--- config.mk ---
export PLATFORM = sky130hd
export DESIGN_NAME = mem_copy_engine
export DESIGN_NICKNAME = d
export VERILOG_FILES = /design/src/rtl/mem_copy_engine.sv
export SDC_FILE = /design/constraint.sdc
export NUM_CORES = 1
export LEC_CHECK = 0
export CAP_MARGIN = 20
export CORE_AREA = 10 10 218 220
export DETAILED_ROUTE_END_ITERATION = 10
export DIE_AREA = 0 0 228 230
export PLACE_DENSITY = 0.61
export SYNTH_ARGS = -nofsm -noshare
export SYNTH_HDL_FRONTEND = slang
export SYNTH_SLANG_ARGS = --single-unit
--- constraint.sdc ---
create_clock -name Clk -period 5 [get_ports Clk]
set_clock_uncertainty 0.1 [all_clocks]
set_input_delay 0.75 -clock Clk [delete_from_list [all_inputs] [get_ports Clk]]
set_output_delay 0.75 -clock Clk [all_outputs]
set_load 0.03 [all_outputs]
--- src/rtl/mem_copy_engine.sv ---
// mem_copy_engine: bus-master sequencer copying count words src -> dst.
// Define MEM_COPY_VERIFY_EN to add a readback compare after each write.
module mem_copy_engine #(
  parameter int ADDR_W = 16,
  parameter int DATA_W = 256,
  parameter int CNT_W  = 8
) (
  input  logic              Clk,
  input  logic              nReset,
  input  logic              start,
  input  logic [ADDR_W-1:0] src_addr,
  input  logic [ADDR_W-1:0] dst_addr,
  input  logic [CNT_W-1:0]  count,
  input  logic [DATA_W-1:0] MemDataIn,
  output logic [ADDR_W-1:0] address,
  output logic              nRead,
  output logic              nWrite,
  output logic [DATA_W-1:0] ExeDataOut,
  output logic              busy,
  output logic              done,
  output logic              error
);

  localparam int EW = ((CNT_W > 8) ? CNT_W : 8) + 1;

  typedef enum logic [2:0] {
    S_IDLE,
    S_CHK,
    S_RD,
    S_CAP,
    S_WR,
`ifdef MEM_COPY_VERIFY_EN
    S_VRD,
    S_VCMP,
`endif
    S_FIN
  } state_t;

  state_t            r_state;
  state_t            w_nx;
  logic [ADDR_W-1:0] r_src;
  logic [ADDR_W-1:0] r_dst;
  logic [CNT_W-1:0]  r_cnt;
  logic [CNT_W-1:0]  r_idx;
  logic [CNT_W-1:0]  w_idx_nx;
  logic [CNT_W-1:0]  w_idx_inc;
  logic [DATA_W-1:0] r_buf;
  logic [EW-1:0]     w_src_end;
  logic [EW-1:0]     w_dst_end;
  logic [7:0]        w_off;
  logic [ADDR_W-1:0] w_src_a;
  logic [ADDR_W-1:0] w_dst_a;
  logic              w_err;
  logic              w_bad;
  logic              w_last;
  logic              w_rd_nx;
  logic              w_dst_sel;

  assign w_src_end = EW'(r_src[7:0]) + EW'(r_cnt);
  assign w_dst_end = EW'(r_dst[7:0]) + EW'(r_cnt);
  assign w_bad     = (w_src_end > EW'(256)) || (w_dst_end > EW'(256));
  assign w_idx_inc = r_idx + CNT_W'(1);
  assign w_last    = (w_idx_inc == r_cnt);

  // Addresses use the word index of the state being entered.
  assign w_off   = 8'(w_idx_nx);
  assign w_src_a = {r_src[ADDR_W-1:8], r_src[7:0] + w_off};
  assign w_dst_a = {r_dst[ADDR_W-1:8], r_dst[7:0] + w_off};

`ifdef MEM_COPY_VERIFY_EN
  assign w_rd_nx   = (w_nx == S_RD) || (w_nx == S_VRD);
  assign w_dst_sel = (w_nx == S_WR) || (w_nx == S_VRD);
`else
  assign w_rd_nx   = (w_nx == S_RD);
  assign w_dst_sel = (w_nx == S_WR);
`endif

  always_comb begin
    w_nx     = r_state;
    w_err    = 1'b0;
    w_idx_nx = r_idx;
    unique case (r_state)
      S_IDLE: begin
        w_idx_nx = '0;
        if (start) w_nx = S_CHK;
      end
      S_CHK: begin
        if (r_cnt == '0) begin
          w_nx = S_FIN;
        end else if (w_bad) begin
          w_nx  = S_FIN;
          w_err = 1'b1;
        end else begin
          w_nx = S_RD;
        end
      end
      S_RD:  w_nx = S_CAP;
      S_CAP: w_nx = S_WR;
`ifdef MEM_COPY_VERIFY_EN
      S_WR:  w_nx = S_VRD;
      S_VRD: w_nx = S_VCMP;
      S_VCMP: begin
        if (MemDataIn != r_buf) begin
          w_nx  = S_FIN;
          w_err = 1'b1;
        end else begin
          w_idx_nx = w_idx_inc;
          w_nx     = w_last ? S_FIN : S_RD;
        end
      end
`else
      S_WR: begin
        w_idx_nx = w_idx_inc;
        w_nx     = w_last ? S_FIN : S_RD;
      end
`endif
      S_FIN:   w_nx = S_IDLE;
      default: w_nx = S_IDLE;
    endcase
  end

  always_ff @(posedge Clk or negedge nReset) begin
    if (!nReset) begin
      r_state <= S_IDLE;
      r_src   <= '0;
      r_dst   <= '0;
      r_cnt   <= '0;
      r_idx   <= '0;
      r_buf   <= '0;
      address <= '0;
      nRead   <= 1'b1;
      nWrite  <= 1'b1;
      busy    <= 1'b0;
      done    <= 1'b0;
      error   <= 1'b0;
    end else begin
      r_state <= w_nx;
      r_idx   <= w_idx_nx;
      if (r_state == S_IDLE && start) begin
        r_src <= src_addr;
        r_dst <= dst_addr;
        r_cnt <= count;
      end
      if (r_state == S_CAP) r_buf <= MemDataIn;
      busy   <= (w_nx != S_IDLE);
      done   <= (w_nx == S_FIN);
      error  <= w_err;
      nRead  <= !w_rd_nx;
      nWrite <= (w_nx != S_WR);
      if (w_nx == S_RD) address <= w_src_a;
      else if (w_dst_sel) address <= w_dst_a;
    end
  end

  assign ExeDataOut = r_buf;

endmodule
## Word level (Yosys, flattened, before mapping)

Cells that the tools add are included.

| storage, ports and cells | value |
|---|---|
| bits in registers | 328 |
| output and inout bits | 277 |
| word-level logic and storage cells | 46 |

| cells by class | value |
|---|---|
| add/sub/neg operators | 5 |
| $lt $le $gt $ge | 2 |
| equal/unequal tests | 9 |
| muxes and demuxes | 11 |
| reduce and logical (&&, ||, !) cells | 7 |

Operators with widths:

| cell | count |
|---|---|
| two-way mux 16 bit | 2 |
| adder 8 x 8 -> 9 bit | 2 |
| > comparator 9 bit, second input constant | 2 |
| adder 8 bit | 2 |
| case mux 8 bit (2 select lines) | 1 |
| case mux 3 bit (5 select lines) | 1 |
| two-way mux 3 bit | 4 |
| equality test 3 x 2 -> 1 bit, second input constant | 3 |
| equality test 3 bit, second input constant | 3 |
| adder 8 x 1 -> 8 bit, second input constant | 1 |
| equality test 8 bit | 1 |
| zero test 8 bit | 1 |
| equality test 3 x 1 -> 1 bit, second input constant | 1 |
| zero test 3 bit | 1 |
| two-way mux 1 bit | 3 |
| != test 3 bit, second input constant | 1 |
| nonzero test 3 bit | 1 |
| nonzero test 2 bit | 1 |
| logical AND 1 bit | 1 |
| zero test 1 bit | 1 |
| logical OR 1 bit | 1 |

## Longest topological paths before layout

| depth | value |
|---|---|
| depth in word-level cells | 9 |
| depth in mapped cells | 20 |
| mapped depth without buffers | 19 |

## Worst setup path before layout

Ideal clock, no wire load.

| path | value |
|---|---|
| path type | register -> register |
| from | reg r_cnt[0] |
| to | reg address[7] |
| data arrival time | 4.094 ns |
| data required time | 4.775 ns |
| setup slack | 0.681 ns |
| cell stages (with the launch flop) | 19 |
| clock period less this slack | 4.319 ns |
| cells stage by stage | dfrtp_1 -> ha_1 -> fa_1 -> a21o_1 -> a221oi_2 -> xnor2_1 -> nor4_2 -> a41o_2 -> a31oi_4 -> buf_6 -> mux2_4 -> ha_1 -> nor2b_1 -> o31ai_1 -> a21oi_1 -> xnor2_1 -> xor2_1 -> o21ai_0 -> mux2_4 |

| on the way | value |
|---|---|
| word-level cells in the longest chain between the ends | 8 |
| elaborated cells on any way between the ends | 15 |

RTL lines:

| what | RTL line | text |
|---|---|---|
| start: declaration | 43 | `logic [CNT_W-1:0] r_cnt;` |
| start signal: assignment | 142 | `r_cnt <= count;` |
| adder 8 x 8 -> 9 bit (on tied branches) | 59, 60 |  |
| > comparator 9 bit | 61 | `assign w_bad = (w_src_end > EW'(256)) \|\| (w_dst_end > EW'(256));` |
| logical OR 1 bit | 61 |  |
| two-way mux 3 bit | 90 | `end else if (w_bad) begin` |
| two-way mux 3 bit | 88 | `if (r_cnt == '0) begin` |
| case mux 3 bit (5 select lines) (*) | 82 | `unique case (r_state)` |
| equality test 3 x 2 -> 1 bit / equality test 3 bit (equally long branches) | 150, 75 |  |
| two-way mux 16 bit / nonzero test 2 bit (equally long branches) | -- |  |
| end signal: assignment | 150 | `if (w_nx == S_RD) address <= w_src_a;` |
| end signal: assignment | 151 | `else if (w_dst_sel) address <= w_dst_a;` |
| end: declaration | 15 | `output logic [ADDR_W-1:0] address,` |

Mark *: on every way between the ends. The rest lies on a longest branch, timed or not.
A chain may end at the register's enable or synchronous reset.

## Worst setup path in the final report

Same ends and word-level chain as after synthesis.

==> impl_metrics.toml <==
[run_status]
status = "finished, final reports clean"

[yosys]
synth-main-ff-cell = "dfrtp_1"
synth-seq-cells = 328
syn_nets = 1227
synth_edf_count = 0
synth_top_area_share_pct = 59.6
synth_most_common_cell = "dfrtp_1"
ys_top_cells_by_area = "dfrtp_1, mux2_2, mux2_4"
synth_area_um2 = 13700
synth_commonest_cells = "dfrtp_1, mux2_2, clkbuf_1, ha_1"
netlist_instances = 901
synthDistinctLibCells = 53
syn_area_per_cell_um2 = 15.2
async_flop_share_pct = 100
synth_top_area_cell = "dfrtp_1"
synth_warnings = 0
ys_seq_area_share_pct = 60.0

[critical_path]
timing.critical_path.mode_cell = "a21oi_1"
r2r_cells = 19
critPathMaxFanout = 9
cpMaxStageDelayCell = "fa_1"
critPathArrivalTime_ns = 5.03
path_cells = "ha_1, fa_1, a211oi_1, nand4_1, a21oi_1, o211ai_1, o31ai_4, a31oi_4, buf_12, buf_4, mux2_4, ha_1, or2_2, a21oi_1, a21oi_1, xnor2_1, xor2_1, o21ai_0, mux2_4"
required_ns = 5.32
cp-end-kind = "register"
max_stage_delay_ns = 0.45
startpoint_type = "register"
path_class = "register to register"

[clocking]
htree_levels = 2
cts_buffer_depth = 3
cts_made_buffers = 38
path_clk_slew_ns = 0.06
holdBufCountCts = 0
cts_tree = "yes"
numClockSinks = 328
clock_latency_ns = 0.53
clockRootBuffer = "clkbuf_16"

[global_route]
grt_pass1_vias = 10500
grt_use_total_pct = 18.3
grt_pass1_wl_mm = 72.2
grt_remaining_overflow = 0
antenna_found_initial = 3
grt_max_degree = 150

[timing]
slew_headroom_pct = 32.4
hold_viol = 0
layout_min_cycle_time_ns = 4.71
drv_slew = 0
fmax_mhz = 212
rsz0062_at_grt = "no"
whs_ns = 0.215
post-route-period-util_pct = 94.2
setup_violations = 0
setup_tns_ns = 0
worst_pin_slew_ns = 1.01

[detailed_routing]
dr_total_vias = 9555
drc = 0
wl_met2_mm = 25.2
wl_met3_mm = 4.42
dr.max_layer_used = "met5"
wl_met1_mm = 18.3
firstDrtPassIters = 4
wl_per_cell_um = 23.4
drtIter0Drc = 465
vias_per_cell = 4.54
wl_mm = 49.2
postRouteAntennaNets = 0

[power]
seq_power_share_pct = 28.9
powerDensity_nw_per_um2 = 780
power_leakage_nw = 8.93
switchingPower_mw = 6.76
ir_drop_mv = 0.428
pwr-share-clk_pct = 16.5
switching_share_pct = 40.5
power_frac_comb_pct = 54.6
power.internal_mw = 9.93

[placement]
hpwl_mm = 38.7
port_buffers = 575
gp_congestion = 0.863

[floorplan]
io_pins = 576
core-area_um2 = 42900
die_width_um = 228
num_rows = 76
initial_core_util_pct = 31.9
die-area_um2 = 52400
die_h_um = 230

[layout]
fillCellCount = 3828
layout-drive-gt1-share_pct = 27.6
areaGrowthSynthToFinish_pct = 56.5
finish.net_count = 1815

[min_path]
hp-class = "input port to async pin"

[flow_run]
maxCapViolations = 0
[layout make-up]
type                       count  area [um2]  share of cell area (%)
clock inverter                 9        91.3                   0.427
multi-input combinational    519        5250                    24.5
inverter                      12        45.0                   0.210
timing repair buffer         590        5920                    27.7
sequential                   328        8210                    38.4
clock buffer                  59        1150                    5.37
antenna                        2        5.00                  0.0234
tap                          585         732                    3.42
[power groups by stage]
stage / Combinational, mW / Clock, mW / Sequential [mW]
after CTS: 9.19 / 2.85 / 4.84
final: 9.12 / 2.75 / 4.83
after detailed placement: 9.15 / 0 / 4.86
after global routing: 9.63 / 2.95 / 5.01
after global placement: 9.06 / 0 / 4.81
after floorplan: 3.20 / 0 / 7.00
[cell families after synthesis]
group	Yosys count	share of synthesized area, %
compound gates	61	3.24
xor+xnor	29	1.86
fa+ha+maj	27	2.63
buf+inv	54	1.70
flops	328	60.0
mux	330	27.7
simple gates	72	2.87
[cells in the final DEF (no fill, tap or decap), drive strengths merged, types with 3 or more instances in the layout]
cell type	n
dfrtp	326
nand2	22
nand4	3
clkdlybuf4s50	574
fa	3
mux2	325
nand3	12
ha	24
a21oi	19
clkbuf	59
and3	3
a31oi	4
clkinv	5
buf	16
xnor2	15
nor2b	4
a21o	4
inv	14
nor3	3
nand2b	3
xor2	14
nor2	11
o211ai	7
o31ai	7
mux2i	5
o21ai	10
[layer usage]
layer | track usage [%] | vias up
li1 | - | 4390
met1 | 19.6 | 4718
met2 | 32.3 | 375
met3 | 7.18 | 68
met4 | 5.92 | 4
met5 | 0 | -
[worst max-delay path: cells and delay by family (launching register included)]
kind | cells | cell delay (ns)
buffers and inverters | 2 | 0.30
AO/OA/AOI/OAI | 8 | 1.36
multiplexers | 2 | 0.55
XOR/XNOR | 2 | 0.41
AND/OR/NAND/NOR | 2 | 0.40
adder cells (fa/ha/maj) | 3 | 1.00
flip-flops | 1 | 0.44
[timing repair]
action / CTS / global route
buffers inserted: 0 / 4
endpoints found under the setup margin: 0 / 1
gates resized for setup: 0 / 1
[per-stage QoR]
| stage | util, % | area (um2) | power [mW] | setup WS [ns] | std cells |
|---|---|---|---|---|---|
| 2_1_floorplan | - | 13700 | 10.2 | 0.681 | 901 |
| 3_3_place_gp | 46.9 | 20100 | 13.9 | 0.232 | 2030 |
| 3_5_place_dp | 46.9 | 20100 | 14.0 | 0.219 | 2030 |
| 4_1_cts | 49.8 | 21400 | 16.9 | 0.188 | 2098 |
| 5_1_grt | 49.9 | 21400 | 17.6 | 0.0165 | 2103 |
| 6_report | 49.9 | 21400 | 16.7 | 0.292 | 2104 |
[registers in the layout (all words and copies together) (netlist names)]
| register | count |
|---|---|
| r_dst | 16 |
| r_src | 16 |
| r_cnt | 8 |
| nRead | 1 |
| r_state | 3 |
| ExeDataOut | 256 |
| nWrite | 1 |
| address | 16 |
| error | 1 |
| r_idx | 8 |
| done | 1 |
| busy | 1 |
[final timing paths]
path / from / endpoint / slack [ns]
worst max-delay path: r_cnt[0] / address[7] / 0.29
worst min-delay path: nReset / ExeDataOut[226] / 0.22
worst max register to register: r_cnt[0] / address[7] / 0.29
worst min register to register: ExeDataOut[226] / ExeDataOut[226] / 0.40
max in group asynchronous: nReset / r_src[3] / 3.41
min in group Clk: ExeDataOut[226] / ExeDataOut[226] / 0.40
(Power assumes the default switching activity.)
